`config.mk`:
```
export PLATFORM = sky130hd
export DESIGN_NAME = sata_link_ctrl
export DESIGN_NICKNAME = d
export VERILOG_FILES = /design/src/rtl/sata_link_ctrl.sv
export SDC_FILE = /design/constraint.sdc
export NUM_CORES = 1
export LEC_CHECK = 0
export BUFFER_PORTS_ARGS = -buffer_cell sky130_fd_sc_hd__buf_2
export CORE_MARGIN = 2
export CORE_UTILIZATION = 33
export DETAILED_ROUTE_END_ITERATION = 12
export SLEW_MARGIN = 20
export SYNTH_ARGS = -nofsm -noshare
export SYNTH_HDL_FRONTEND = slang
export SYNTH_SLANG_ARGS = --single-unit
```
`constraint.sdc`:
```
create_clock -name phyclk -period 3.6 [get_ports phyclk]
set_input_delay 0.36 -clock phyclk [delete_from_list [all_inputs] [get_ports phyclk]]
set_output_delay 0.36 -clock phyclk [all_outputs]
set_load 0.01 [all_outputs]
```
`src/rtl/sata_link_ctrl.sv`:
```
// Per-port SATA link bring-up sequencer: PHY reset, OOB start, CommInit/linkup
// supervision with timeouts, bounded retry with backoff, and link-loss recovery.
module sata_link_ctrl #(
    parameter int unsigned C_RST_CYCLES   = 16,
    parameter logic [19:0] C_INIT_TIMEOUT = 20'd400000,
    parameter logic [19:0] C_LINK_TIMEOUT = 20'd800000,
    parameter logic [19:0] C_BACKOFF      = 20'd100000,
    parameter int unsigned C_MAX_RETRY    = 3,
    parameter int unsigned C_LOSS_FILTER  = 4
) (
    input  logic       phyclk,
    input  logic       rst_n,
    input  logic       enable,
    input  logic       restart,
    input  logic       plllock,
    input  logic       CommInit,
    input  logic       linkup,
    output logic       phyreset,
    output logic       StartComm,
    output logic       link_ready,
    output logic       link_fail,
    output logic [3:0] retry_cnt,
    output logic [3:0] state_dbg
);

    typedef enum logic [3:0] {
        S_IDLE      = 4'd0,
        S_WAIT_PLL  = 4'd1,
        S_PHY_RST   = 4'd2,
        S_START     = 4'd3,
        S_WAIT_INIT = 4'd4,
        S_WAIT_LINK = 4'd5,
        S_LINKED    = 4'd6,
        S_BACKOFF   = 4'd7,
        S_FAIL      = 4'd8
    } state_t;

    localparam logic [19:0] RST_LOAD  = 20'(C_RST_CYCLES - 1);
    localparam logic [19:0] INIT_LOAD = C_INIT_TIMEOUT - 20'd1;
    localparam logic [19:0] LINK_LOAD = C_LINK_TIMEOUT - 20'd1;
    localparam logic [19:0] BOFF_LOAD = C_BACKOFF - 20'd1;
    localparam logic [7:0]  LOSS_LAST = 8'(C_LOSS_FILTER - 1);
    localparam logic [3:0]  MAX_RETRY = 4'(C_MAX_RETRY);

    state_t      state_q, state_d;
    logic [19:0] timer_q, timer_d;
    logic [3:0]  retry_q, retry_d;
    logic [7:0]  loss_q, loss_d;
    logic        phyreset_q, phyreset_d;
    logic        start_q, start_d;
    logic        ready_q, ready_d;
    logic        fail_q, fail_d;
    logic        attempt_failed;
    logic [3:0]  retry_inc;
    logic        timeout;

    // Next-state, timer, retry and loss-filter logic; outputs decoded from the next state
    // so every output is a register that matches the state it belongs to.
    always_comb begin
        state_d        = state_q;
        timer_d        = (timer_q != '0) ? timer_q - 20'd1 : '0;
        retry_d        = retry_q;
        loss_d         = '0;
        attempt_failed = 1'b0;
        timeout        = (timer_q == '0);
        retry_inc      = (retry_q == 4'hF) ? 4'hF : retry_q + 4'd1;

        if (!enable) begin
            state_d = S_IDLE;
        end else if (restart) begin
            retry_d = '0;
            state_d = S_WAIT_PLL;
        end else if (!plllock && !(state_q inside {S_IDLE, S_WAIT_PLL, S_FAIL})) begin
            state_d = S_WAIT_PLL;
        end else begin
            case (state_q)
                S_IDLE: state_d = S_WAIT_PLL;
                S_WAIT_PLL: begin
                    if (plllock) begin
                        state_d = S_PHY_RST;
                        timer_d = RST_LOAD;
                    end
                end
                S_PHY_RST: begin
                    if (timeout) state_d = S_START;
                end
                S_START: begin
                    state_d = S_WAIT_INIT;
                    timer_d = INIT_LOAD;
                end
                S_WAIT_INIT: begin
                    if (CommInit) begin
                        state_d = S_WAIT_LINK;
                        timer_d = LINK_LOAD;
                    end else if (timeout) begin
                        attempt_failed = 1'b1;
                    end
                end
                S_WAIT_LINK: begin
                    if (linkup) begin
                        state_d = S_LINKED;
                        retry_d = '0;
                    end else if (timeout) begin
                        attempt_failed = 1'b1;
                    end
                end
                S_LINKED: begin
                    if (!linkup) begin
                        if (loss_q == LOSS_LAST) begin
                            state_d = S_PHY_RST;
                            timer_d = RST_LOAD;
                        end else begin
                            loss_d = loss_q + 8'd1;
                        end
                    end
                end
                S_BACKOFF: begin
                    if (timeout) begin
                        state_d = S_PHY_RST;
                        timer_d = RST_LOAD;
                    end
                end
                S_FAIL:  state_d = S_FAIL;
                default: state_d = S_IDLE;
            endcase

            if (attempt_failed) begin
                retry_d = retry_inc;
                if (retry_inc >= MAX_RETRY) begin
                    state_d = S_FAIL;
                end else begin
                    state_d = S_BACKOFF;
                    timer_d = BOFF_LOAD;
                end
            end
        end

        phyreset_d = !(state_d inside {S_START, S_WAIT_INIT, S_WAIT_LINK, S_LINKED});
        start_d    = (state_d == S_START);
        ready_d    = (state_d == S_LINKED);
        fail_d     = (state_d == S_FAIL);
    end

    // State and output registers with synchronous active-low reset.
    always_ff @(posedge phyclk) begin
        if (!rst_n) begin
            state_q    <= S_IDLE;
            timer_q    <= '0;
            retry_q    <= '0;
            loss_q     <= '0;
            phyreset_q <= 1'b1;
            start_q    <= 1'b0;
            ready_q    <= 1'b0;
            fail_q     <= 1'b0;
        end else begin
            state_q    <= state_d;
            timer_q    <= timer_d;
            retry_q    <= retry_d;
            loss_q     <= loss_d;
            phyreset_q <= phyreset_d;
            start_q    <= start_d;
            ready_q    <= ready_d;
            fail_q     <= fail_d;
        end
    end

    assign phyreset   = phyreset_q;
    assign StartComm  = start_q;
    assign link_ready = ready_q;
    assign link_fail  = fail_q;
    assign retry_cnt  = retry_q;
    assign state_dbg  = state_q;

endmodule

```
==> qor.log, run 1 <==
qor: grt.grt.met2_usage 25.0%
qor: placement.place_congestion 0.854
qor: finish.fin_nets 316
qor: yosys.synth_edf_count 0
qor: timing.post-route-period-util 78.6%
qor: critical_path.crit_path_max_incr_delay 0.59 ns
qor: finish.post_layout_nonfiller_instances 402
qor: yosys.synth_seq_cells 40
qor: clock_tree.clkSlewWorstSetupHoldPaths 0.08 ns
qor: power_and_ir_drop.power_density 706 mW/mm²
qor: critical_path.worstPathRequired 3.83 ns
qor: critical_path.crit_buf_inv 0
qor: critical_path.crit_path_end_kind flip-flop
qor: route.route.final.wire_length 5690 µm
qor: timing.timing.final.crit_period 2.83 ns
qor: timing.post-route-worst-setup-slack 0.769 ns
qor: critical_path.worst_path_top_cell_family_by_delay simple AND/OR/NAND/NOR gates
qor: clock_tree.cts_inserted_buffers 5
qor: placement.dpl_cell_area 0.00257 mm²
qor: die.placeable_core_area 0.00691 mm²
qor: route.number_of_design_rule_violations_left_after_detail_routing 0
qor: timing.count_of_endpoints_failing_setup_in_the_final_report 0
qor: clock_tree.insertion_delay 0.30 ns
qor: timing.setup-tns-final 0 ns
qor: yosys.synth-warning-count 0
qor: worst_hold_path.timing.hold.worst.class in2reg
qor: grt.grt-ovfl-total 0
qor: timing.tightestPinTransition 0.726 ns
qor: timing.skew 0.00645 ns
qor: clock_tree.clk_root_buffer_cell sky130_fd_sc_hd__clkbuf_8
qor: yosys.ys.flop_type sky130_fd_sc_hd__dfxtp_1
qor: critical_path.timing.critical_path.fanout_max 11
qor: die.die_area 0.00792 mm²
qor: finish.num-fill-cells 738
qor: clock_tree.tritoncts built
qor: timing.max_freq 0.353 GHz
qor: placement.place.port_buffers 18
qor: yosys.netlist_area 0.00238 mm²
qor: clock_tree.clock_sinks 40
qor: status.outcome finished, final reports clean
qor: yosys.synth.avg_cell_area 8.33 µm²
qor: yosys.gate_count_post_synth 286
qor: clock_tree.cts-htree-levels 2
qor: finish.antenna_cells 0
qor: critical_path.startpoint_type flip-flop
qor: timing.worst_slew_margin_rel 51.1%
qor: grt.use_met3 2.86%
qor: grt.largest_net_degree_at_the_start_of_global_routing 19
qor: power_and_ir_drop.power.static_leakage 1.01 nW
qor: grt.busiest_layer met2
qor: timing.report.final.slew_viol_count 0
qor: timing.setup_repair_after_global_routing_missed_its_margin false
qor: grt.global_route_wire_length_before_repair 9660 µm
qor: clock_tree.post-cts-setup-buffers 0
qor: grt.grt_usage 15.6%
qor: flow_run.cap_viol_max_count 0
qor: yosys.postSynth.asyncResetShare 0%
qor: timing.fin_worst_hold_slack 0.449 ns
qor: route.drtIter0Drc 149
qor: clock_tree.post_cts.resized_instances 0
qor: die.initial_core_util 34.5%
qor: finish.stdcell_area 0.00269 mm²
qor: grt.global_route.usage.met1 21.4%
qor: finish.synthToLayoutAreaGrowth 12.7%
qor: critical_path.worst-endpoint-arrival 3.06 ns
qor: yosys.syn-num-nets 297
qor: finish.final_layout_size_suffix_gt1_share 14.7%
qor: route.avgViaCountPerCell 5.35
qor: die.die-height 89.0 µm
qor: grt.first_global_vias 1995
qor: die.die_x 89.0 µm
qor: critical_path.critPathKind reg2reg
qor: route.detailroute.via_count 2149
qor: route.wire_per_inst 14.1 µm
qor: yosys.synth_cell_type_count 61
qor: route.postRouteAntennaNets 0
qor: critical_path.cp_max_stage_cell sky130_fd_sc_hd__or3_1
qor: critical_path.path_cells or4_4, or3_1, or3_1, o31a_1, o211a_1, mux2i_1
qor: grt.antenna_found_initial 0
qor: clock_tree.cts_hold_buf 0
qor: clock_tree.clock_tree_buffer_depth 2
qor: die.floorplan.rows 30
qor: timing.hold_vio_cnt_final 0
qor: placement.place_inst 394
qor: power_and_ir_drop.irDropWorstVdd 0.315 mV
qor: placement.detailed_place_hpwl 4280 µm
qor: route.drt_pass1_iterations 5
qor: placement.place_worst_setup_slack 0.788 ns
qor: yosys.synth.yosys.seq_area_share 33.6%
qor: die.io-pin-count 19
qor: critical_path.timing.critical_path.mode_cell sky130_fd_sc_hd__or3_1
-- placed cells by master (no fill, tap or decap), types with 4 or more instances in the layout --
cell,n
sky130_fd_sc_hd__nor3_1,9
sky130_fd_sc_hd__nand3_1,11
sky130_fd_sc_hd__o21a_1,8
sky130_fd_sc_hd__nor2_1,38
sky130_fd_sc_hd__dfxtp_1,40
sky130_fd_sc_hd__xor2_1,8
sky130_fd_sc_hd__clkbuf_8,5
sky130_fd_sc_hd__o22ai_1,4
sky130_fd_sc_hd__nor2b_1,4
sky130_fd_sc_hd__nand2b_1,5
sky130_fd_sc_hd__ha_1,4
sky130_fd_sc_hd__and3_1,5
sky130_fd_sc_hd__a211oi_1,4
sky130_fd_sc_hd__inv_1,7
sky130_fd_sc_hd__xnor2_1,13
sky130_fd_sc_hd__nor3b_1,4
sky130_fd_sc_hd__nor4_1,8
sky130_fd_sc_hd__nand2_1,19
sky130_fd_sc_hd__a21oi_1,20
sky130_fd_sc_hd__o21ai_0,7
sky130_fd_sc_hd__buf_2,18
-- per-stage QoR --
stage	power [mW]	utilization, %
global route	2.07	38.9
global placement	1.53	37.3
detailed placement	1.54	37.3
floorplan	1.41	-
finish	1.90	38.9
CTS	1.92	38.9
-- logic make-up (layout without fill, tap and decap cells) --
logic type / after synthesis / after routing / synth area share [%]
buffers and inverters: 17 / 37 / 3.04
AND/OR/NAND/NOR: 127 / 127 / 29.7
adder cells (fa/ha/maj): 4 / 4 / 2.10
AO/OA/AOI/OAI: 74 / 74 / 22.6
multiplexers: 3 / 3 / 1.26
flip-flops: 40 / 40 / 33.6
XOR/XNOR: 21 / 21 / 7.72
-- cell usage after synthesis, types with 5 or more instances --
cell type / count / area share (%)
sky130_fd_sc_hd__o21ai_0: 7 / 1.5
sky130_fd_sc_hd__clkbuf_1: 7 / 1.1
sky130_fd_sc_hd__inv_1: 7 / 1.1
sky130_fd_sc_hd__a21oi_1: 20 / 4.2
sky130_fd_sc_hd__nor3_1: 9 / 1.9
sky130_fd_sc_hd__nor2_1: 38 / 6.0
sky130_fd_sc_hd__dfxtp_1: 40 / 34
sky130_fd_sc_hd__nand3_1: 11 / 2.3
sky130_fd_sc_hd__nor4_1: 8 / 2.1
sky130_fd_sc_hd__nand2b_1: 5 / 1.3
sky130_fd_sc_hd__nand2_1: 19 / 3.0
sky130_fd_sc_hd__xor2_1: 8 / 2.9
sky130_fd_sc_hd__o21a_1: 8 / 2.5
sky130_fd_sc_hd__and3_1: 5 / 1.3
sky130_fd_sc_hd__xnor2_1: 13 / 4.8
-- worst paths after layout --
| kind | startpoint | to | slack (ns) | cells after the start |
|---|---|---|---|---|
| max reg2reg | timer_q[10] | phyreset | 0.77 | 6 |
| min reg2reg | loss_q[0] | loss_q[0] | 0.45 | 1 |
| max | timer_q[10] | phyreset | 0.77 | 6 |
| min | rst_n | timer_q[10] | 0.45 | 2 |
-- flip-flops by register name, summed over array words and instances (netlist names) --
name / flops
timer_q: 20
loss_q: 8
retry_cnt: 4
state_dbg: 4
StartComm: 1
link_fail: 1
link_ready: 1
phyreset: 1
-- where the power goes --
group          switching [mW]  internal [mW]  leakage [nW]  total, mW
registers               0.107          0.544         0.325      0.651
clock network           0.159          0.205        0.0541      0.364
logic                   0.513          0.368         0.635      0.881
-- per-layer routing --
layer  vias to the layer above  share of wire, %
met5                         -                 0
met4                         0               1.3
met3                         7               4.3
met2                        39                46
met1                      1015                48
li1                       1088                 -
-- cell type report --
class / instances / area (µm²) / share of cell area, %
clock buffer: 5 / 68.8 / 2.56
clock inverter: 3 / 42.5 / 1.58
inverter: 8 / 30.0 / 1.12
multi-input combinational: 229 / 1510 / 56.2
sequential: 40 / 801 / 29.8
tap: 96 / 120 / 4.47
timing repair buffer: 21 / 113 / 4.19
Note: power is estimated with default switching activity, not from simulation.
==> run 2: changes to the inputs <==
clock period = 2.5 ns   (was 3.6 ns; I/O delays follow)
==> run 2 against run 1 <==
Net effect: sequential power increased by 43%; power rose by 71%; count of clock-buffer cells in the layout did not move; clock power grew 69%; fmax up 15%; clock skew rose by 0.0026 ns; first-iteration DRC count shrank 12%; flip-flop and latch count did not move; via count rose by 2.4%; largest power group unchanged; highest routed layer unchanged.
==> qor.log, run 2 (synthesis results as in run 1) <==
qor: power_and_ir_drop.power.static_leakage 1.14 nW [+12%]
qor: finish.layout.area.seq 805 µm² [+0.47%]
qor: placement.place_congestion 0.820 [-4.0%]
qor: finish.largest_reg_flops 20 [unchanged]
qor: timing.timing.final.crit_period 2.46 ns [-0.371 ns]
qor: route.drtIter0Drc 131 [-12%]
qor: grt.grt-ovfl-total 0 [unchanged]
qor: clock_tree.clk_root_buffer_cell sky130_fd_sc_hd__clkbuf_8
qor: clock_tree.cts-htree-levels 2 [unchanged]
qor: power_and_ir_drop.total_power 3.25 mW [+71%]
qor: power_and_ir_drop.power_density 1120 mW/mm² [+59%]
qor: route.number_of_design_rule_violations_left_after_detail_routing 0 [unchanged]
qor: timing.fin_worst_hold_slack 0.347 ns [-0.102 ns]
qor: route.detailroute.via_count 2200 [+2.4%]
qor: placement.dpl_cell_area 0.00270 mm² [+5.0%]
qor: grt.grt_usage 15.9% [+0.31 points]
qor: timing.skew 0.00907 ns [+0.00262 ns]
qor: route.postRouteAntennaNets 0 [unchanged]
qor: finish.multiInputGateArea 0.00155 mm² [+2.7%]
qor: finish.stdcell_area 0.00290 mm² [+7.9%]
qor: timing.post-route-period-util 98.4% [+20 points]
qor: die.die_area 0.00792 mm² [unchanged]
qor: clock_tree.clock_sinks 40 [unchanged]
qor: die.die-height 89.0 µm [unchanged]
qor: finish.largest-register timer_q
qor: placement.place_inst 411 [+4.3%]
qor: flow_run.cap_viol_max_count 0 [unchanged]
qor: finish.utilization 42.0% [+3.1 points]
qor: finish.num-fill-cells 721 [-2.3%]
qor: placement.place_worst_setup_slack 0.0477 ns [-0.740 ns]
qor: route.avgViaCountPerCell 5.24 [-2.0%]
qor: timing.count_of_endpoints_failing_setup_in_the_final_report 0 [unchanged]
qor: timing.post-route-worst-setup-slack 0.0400 ns [-0.729 ns]
qor: grt.first_global_vias 2118 [+6.2%]
qor: grt.global_route_wire_length_before_repair 9980 µm [+3.4%]
qor: route.wire_per_inst 14.4 µm [+1.7%]
qor: finish.antenna_cells 0 [unchanged]
qor: timing.setup_repair_after_global_routing_missed_its_margin true
qor: die.placeable_core_area 0.00691 mm² [unchanged]
qor: finish.reg.largest.list timer_q (20), loss_q (8)
qor: clock_tree.cts_inserted_buffers 5 [unchanged]
qor: timing.hold_vio_cnt_final 0 [unchanged]
qor: critical_path.timing.critical_path.fanout_max 6 [-5]
qor: clock_tree.clkSlewWorstSetupHoldPaths 0.08 ns [about the same]
qor: finish.synthToLayoutAreaGrowth 21.6%
qor: status.outcome finished, final reports clean
qor: timing.tightestPinTransition 0.470 ns [-0.256 ns]
qor: critical_path.worst-endpoint-arrival 2.64 ns [-0.42 ns]
qor: timing.report.final.slew_viol_count 0 [unchanged]
qor: die.die_x 89.0 µm [unchanged]
qor: die.initial_core_util 34.5% [unchanged]
qor: worst_hold_path.timing.hold.worst.class in2reg
qor: route.route.final.wire_length 6040 µm [+6.2%]
qor: critical_path.worstPathRequired 2.68 ns [-1.15 ns]
qor: finish.final_layout_size_suffix_gt1_share 21.6% [+6.9 points]
qor: finish.fin_nets 335 [+6.0%]
qor: die.floorplan.rows 30 [unchanged]
qor: timing.setup-tns-final 0 ns [unchanged]
qor: clock_tree.cts_hold_buf 0 [unchanged]
qor: placement.detailed_place_hpwl 4430 µm [+3.4%]
qor: grt.largest_net_degree_at_the_start_of_global_routing 18 [-1]
qor: clock_tree.clock_tree_buffer_depth 2 [unchanged]
qor: finish.final_cell_mix sky130_fd_sc_hd__dfxtp_1, sky130_fd_sc_hd__nor2_1, sky130_fd_sc_hd__buf_4
qor: die.io-pin-count 19 [unchanged]
qor: grt.antenna_found_initial 0 [unchanged]
qor: finish.post_layout_nonfiller_instances 420 [+4.5%]
qor: critical_path.startpoint_type flip-flop
qor: timing.worst_slew_margin_rel 68.7% [+18 points]
qor: placement.place.port_buffers 18 [unchanged]
qor: finish.layout.cells.most_common sky130_fd_sc_hd__dfxtp_1
qor: clock_tree.insertion_delay 0.29 ns [about the same]
qor: route.drt_pass1_iterations 4 [-1]
qor: power_and_ir_drop.irDropWorstVdd 0.479 mV [+52%]
qor: critical_path.critPathKind reg2reg
qor: timing.max_freq 0.406 GHz [+15%]
qor: clock_tree.tritoncts built
qor: critical_path.crit_path_end_kind flip-flop
==> run 2: cell types whose count changed in the layout (fill, tap and decap cells not counted), sizes merged <==
cell,previous run,this run
clkinv,2,1
clkinvlp,1,0
bufinv,1,2
buf,21,40
==> run 2: area by class of cell <==
| type | instances | area share [%] |
|---|---|---|
| clock buffers | 5 | 2.37 |
| flip-flops and latches | 40 | 27.8 |
| multi-input cells | 229 | 53.5 |
| inverters | 8 | 1.04 |
| repair buffers | 40 | 9.07 |
| clock inverters | 2 | 2.07 |
| well taps | 96 | 4.15 |
==> run 2: metal layers <==
layer	vias to the layer above	track usage, %	share of wire, %
met1	1029	21.6	49
met3	6	3.51	4.3
met4	0	4.61	1.1
met2	45	25.4	45
met5	-	0	0
li1	1120	-	-
==> run 2: power breakdown <==
| part | switching, mW | internal, mW |
|---|---|---|
| Clock | 0.221 | 0.393 |
| Sequential | 0.147 | 0.787 |
| Combinational | 0.885 | 0.817 |
| Total | 1.25 | 2.00 |
==> run 2: final timing paths <==
path,from,to,slack (ns),cells past startpoint
worst max-delay path,timer_q[10],timer_q[18],0.04,8
worst min-delay path,rst_n,timer_q[10],0.35,2
worst max register to register,timer_q[10],timer_q[18],0.04,8
worst min register to register,loss_q[0],loss_q[0],0.45,1
==> run 2: timing repair <==
| action | 4_1_cts | 5_1_grt |
|---|---|---|
| endpoints found under the setup margin | 0 | 17 |
| gates resized for setup | 0 | 14 |
| buffers inserted | 0 | 2 |
==> run 2: worst max-delay path: stages, from the launching register on <==
cell and delay [ns]:
sky130_fd_sc_hd__dfxtp_4 0.35, sky130_fd_sc_hd__or4_4 0.53, sky130_fd_sc_hd__or3_4 0.37, sky130_fd_sc_hd__buf_8 0.16
sky130_fd_sc_hd__nor4_4 0.35, sky130_fd_sc_hd__a21oi_1 0.11, sky130_fd_sc_hd__o21ai_0 0.26, sky130_fd_sc_hd__buf_4 0.18
sky130_fd_sc_hd__a21oi_1 0.04
